===== src/rtl/cdc_hs_pkg.sv =====
// Shared state encoding for the 4-phase req/ack handshake blocks (tx now, rx later).
package cdc_hs_pkg;

    typedef enum logic [1:0] {
        ST_RELEASE = 2'd0,
        ST_IDLE    = 2'd1,
        ST_REQ     = 2'd2
    } hs_state_e;

endpackage


===== src/rtl/clk_sync.sv =====
// Plain multi-flop synchronizer for a single asynchronous level; deliberately not reset.
module clk_sync #(
    parameter int STAGES = 3
) (
    input  logic i_clk,
    input  logic i_d,
    output logic o_q
);

    logic [STAGES-1:0] sync_ff;

    always_ff @(posedge i_clk) begin
        sync_ff <= {sync_ff[STAGES-2:0], i_d};
    end

    assign o_q = sync_ff[STAGES-1];

endmodule


===== src/rtl/cdc_handshake_tx.sv =====
// Outbound 4-phase req/ack CDC sender with a local valid/ready stream.
// Optional REQ abort timer enabled by defining CDC_HS_TX_TIMEOUT_EN.
module cdc_handshake_tx
    import cdc_hs_pkg::*;
#(
    parameter int WIDTH   = 8,
    parameter int STAGES  = 3,
    parameter int TIMEOUT = 255
) (
    input  logic             i_clk,
    input  logic             i_rst,
    input  logic             i_valid,
    input  logic [WIDTH-1:0] i_data,
    output logic             o_ready,
    output logic             o_req,
    output logic [WIDTH-1:0] o_data,
    input  logic             i_ack,
    output logic             o_timeout
);

    hs_state_e        state, state_n;
    logic             req_n, ready_n;
    logic [WIDTH-1:0] data_n;
    logic             ack_s;

    clk_sync #(.STAGES(STAGES)) u_ack_sync (
        .i_clk (i_clk),
        .i_d   (i_ack),
        .o_q   (ack_s)
    );

`ifdef CDC_HS_TX_TIMEOUT_EN
    localparam int               CNT_W    = $clog2(TIMEOUT + 1);
    localparam logic [CNT_W-1:0] CNT_LAST = CNT_W'(TIMEOUT - 1);

    logic [CNT_W-1:0] cnt, cnt_n;
    logic             timeout_n;
`endif

    // Reset lands in RELEASE because the unreset synchronizer may still show a stale ack.
    always_comb begin
        state_n = state;
        req_n   = o_req;
        ready_n = o_ready;
        data_n  = o_data;
`ifdef CDC_HS_TX_TIMEOUT_EN
        cnt_n     = cnt;
        timeout_n = 1'b0;
`endif
        case (state)
            ST_RELEASE: begin
                req_n   = 1'b0;
                ready_n = 1'b0;
                if (!ack_s) begin
                    state_n = ST_IDLE;
                    ready_n = 1'b1;
                end
            end
            ST_IDLE: begin
                ready_n = 1'b1;
                if (i_valid && o_ready) begin
                    data_n  = i_data;
                    req_n   = 1'b1;
                    ready_n = 1'b0;
                    state_n = ST_REQ;
`ifdef CDC_HS_TX_TIMEOUT_EN
                    cnt_n   = '0;
`endif
                end
            end
            ST_REQ: begin
                if (ack_s) begin
                    req_n   = 1'b0;
                    state_n = ST_RELEASE;
                end
`ifdef CDC_HS_TX_TIMEOUT_EN
                // Ack arriving on the final cycle still counts as a normal completion.
                else if (cnt == CNT_LAST) begin
                    req_n     = 1'b0;
                    timeout_n = 1'b1;
                    state_n   = ST_RELEASE;
                end else begin
                    cnt_n = cnt + 1'b1;
                end
`endif
            end
            default: begin
                state_n = ST_RELEASE;
                req_n   = 1'b0;
                ready_n = 1'b0;
            end
        endcase
    end

    always_ff @(posedge i_clk or posedge i_rst) begin
        if (i_rst) begin
            state   <= ST_RELEASE;
            o_req   <= 1'b0;
            o_ready <= 1'b0;
            o_data  <= '0;
        end else begin
            state   <= state_n;
            o_req   <= req_n;
            o_ready <= ready_n;
            o_data  <= data_n;
        end
    end

`ifdef CDC_HS_TX_TIMEOUT_EN
    always_ff @(posedge i_clk or posedge i_rst) begin
        if (i_rst) begin
            cnt       <= '0;
            o_timeout <= 1'b0;
        end else begin
            cnt       <= cnt_n;
            o_timeout <= timeout_n;
        end
    end
`else
    // TIMEOUT only matters when the abort timer is built in.
    logic unused_timeout_cfg;
    assign unused_timeout_cfg = ^TIMEOUT;
    assign o_timeout          = 1'b0;
`endif

endmodule

===== config.mk =====
export PLATFORM = sky130hd
export DESIGN_NAME = cdc_handshake_tx
export DESIGN_NICKNAME = d
export VERILOG_FILES = /design/src/rtl/cdc_hs_pkg.sv /design/src/rtl/clk_sync.sv /design/src/rtl/cdc_handshake_tx.sv
export SDC_FILE = /design/constraint.sdc
export NUM_CORES = 1
export LEC_CHECK = 0
export CORE_MARGIN = 1
export CORE_UTILIZATION = 43
export CTS_CLUSTER_DIAMETER = 100
export CTS_CLUSTER_SIZE = 30
export DETAILED_ROUTE_END_ITERATION = 8
export MAX_ROUTING_LAYER = met4
export PLACE_DENSITY = 0.88
export SYNTH_ARGS = -nofsm -noshare
export SYNTH_HDL_FRONTEND = slang
export SYNTH_HIERARCHICAL = 1
export SYNTH_SLANG_ARGS = --single-unit

===== constraint.sdc =====
create_clock -name i_clk -period 2.7 [get_ports i_clk]
set_clock_uncertainty 0.05 [all_clocks]
set_input_delay 0.54 -clock i_clk [delete_from_list [all_inputs] [get_ports i_clk]]
set_output_delay 0.54 -clock i_clk [all_outputs]
set_load 0.005 [all_outputs]

==> qor.txt <==
Status -> complete, no violations
Vias/cell -> 4.895
Final std cell area, no fill -> 813.3 µm²
DRC violations left -> 0
Fin crit share -> 68.41%
Clock sink count -> 15
Setup CP Type -> register to primary output
Initial antenna violation count -> 0
Setup crit start -> o_ready$_DFFE_PP0P_
Clk buf depth -> 2
Syn nets -> 51
Clk_lat worst skew -> 260 ps
Initial Utilization -> 49.04%
Drt total wl -> 1021 µm
Post-CTS Setup Bufs -> 0
Hold_sp -> u_ack_sync/sync_ff[1]$_DFF_P_
Htree depth -> 1
Cell Chain, Critical Path -> clkdlybuf4s50_1
WL per Instance -> 13.43 µm
Buf+Inv Stages, Crit Path -> 1
RSZ-0062 raised after global routing -> false
CP max stage delay -> 540 ps
Flop2flop setup slack -> 1450 ps
Final Setup Violations -> 0
VDD IR-drop max -> 0.5469 mV
MaxCap Viol Count -> 0
Setup crit end kind -> primary output
Root buf cell -> clkbuf_4
Met3 usage -> 5.233%
Cts repair resizes -> 0
Max FO, Critical Path -> 5
Yosys reg bits -> 15
Busiest layer in global routing -> met2
Row count -> 12
DRT Pass-1 Iters -> 3
GR Layer Usage met2 -> 29.17%
Reg area -> 360.3 µm²
Arrival time at the worst endpoint -> 1260 ps
Buffers added on ports -> 21
Vias in the first global route -> 358
Synthesized area -> 574.3 µm²
Remaining global-route overflow -> 0
Die area -> 0.001486 mm²
Gr usage total -> 17.83%
Fin nets -> 75
Slew Viols, Final -> 0
Crit path max-delay family -> buffers and inverters
I/O pins -> 23
Lkg Pwr -> 0.3493 nW
Via count -> 372
Most used cells in the layout excluding fill and tap cells -> clkdlybuf4s50_1, dfrtp_1, mux2_2, clkbuf_4, dfxtp_1
Register area share after synthesis -> 62.75%
CTS Buf Count -> 3
Most common cell after layout, fill and taps aside -> clkdlybuf4s50_1
Placed cell area -> 787.0 µm²
Post-cts hold buffer count -> 0
Setup TNS -> 0 ps
Layout cells sized above 1 -> 19.35%
DP Worst Slack -> 889.2 ps
Pwr dens -> 1047 mW/mm²
Data required, critical path -> 2110 ps
Fillers -> 96
Largest net degree at the start of global routing -> 13
Clock-pin slew on the worst setup and hold paths -> 70 ps
Syn Area/Cell -> 14.73 µm²
M1 GR Usage -> 20.15%
R2R Path Start -> state[1]$_DFFE_PP0P_
Placer congestion estimate -> 0.6687
Synth warn -> 6
Hold/Removal Path Class -> register to register
Antenna Cells -> 0
Multi-input gate area -> 195.2 µm²
Crit path launch type -> register
Fin cells -> 76
Synth cell types -> 18
Die height -> 38.55 µm
Fmax -> 541.4 MHz
Core area -> 0.001171 mm²
Crit path time final -> 1847 ps
Cell count after synthesis -> 39
CTS tree -> done
Die W -> 38.55 µm
Global-route wire length before repair -> 1628 µm
Routed Antenna Nets -> 0
Final setup margin -> 853.0 ps
Placed cell count -> 72
Final hold violations -> 0
DP Wirelength -> 794.6 µm
Synthesis-to-layout area growth -> 41.61%
Critical path's slowest cell -> clkdlybuf4s50_1
Initial drt markers -> 6
[power by group]
part / switching (mW) / internal [mW]
logic: 0.0955 / 0.243
clock network: 0.0616 / 0.0571
registers: 0.0785 / 0.316
total: 0.236 / 0.616
[sequential cells by signal, indices dropped and copies added (netlist names)]
| register | cells |
|---|---|
| state | 2 |
| u_ack_sync/sync_ff | 3 |
| o_ready | 1 |
| o_data | 8 |
| o_req | 1 |
[per-stage QoR]
stage | utilization [%] | hold slack (ps) | power [mW]
2_1_floorplan | - | 259.6 | 0.5526
3_3_place_gp | 67.20 | 261.7 | 0.7231
3_5_place_dp | 67.20 | 262.8 | 0.7425
4_1_cts | 69.44 | 281.2 | 0.8627
5_1_grt | 69.44 | 290.4 | 0.9150
6_report | 69.44 | 281.3 | 0.8513
[cell usage after synthesis]
master	n	share of area, %
mux2_2	8	16
nand2_1	1	0.65
or2b_1	1	1.3
nand4bb_1	1	2.0
inv_1	1	0.65
nand4b_4	1	4.1
nor2b_1	1	1.1
and2b_1	1	1.3
a21o_1	1	1.3
o211ai_1	1	1.3
a221oi_1	1	1.5
conb_1	1	0.65
nor2_1	1	0.65
a311oi_1	1	1.5
dfrtp_1	12	52
buf_4	2	2.6
dfxtp_1	3	10
o21ai_0	1	0.87
[final cells by class]
type / count / share of cell area (%)
tap: 14 / 2.154
sequential: 15 / 44.31
multi-input combinational: 21 / 24.00
timing repair buffer: 21 / 25.85
inverter: 1 / 0.4615
clock buffer: 4 / 3.231
[cells by family after synthesis]
logic type / after synthesis / synth area share (%)
compound gates: 5 / 6.537
buf+inv: 3 / 3.267
flops: 15 / 62.75
mux: 8 / 15.69
other cells: 1 / 0.6530
simple gates: 7 / 11.11
[final timing paths]
check	endpoint	cells past startpoint
max in group asynchronous	state[0]$_DFFE_PP0P_	2
min in group asynchronous	o_data[7]$_DFFE_PP0P_	2
setup reg to reg	o_data[2]$_DFFE_PP0P_	2
hold reg to reg	u_ack_sync/sync_ff[2]$_DFF_P_	0
setup / recovery	o_ready	1
hold / removal	u_ack_sync/sync_ff[2]$_DFF_P_	0
[routing by layer]
| metal | vias up | share of wire, % |
|---|---|---|
| met3 | 2 | 4.0 |
| met4 | 0 | 0.78 |
| met2 | 10 | 53 |
| met1 | 179 | 42 |
| met5 | - | 0 |
| li1 | 181 | - |
Note: power is estimated with default switching activity, not from simulation.
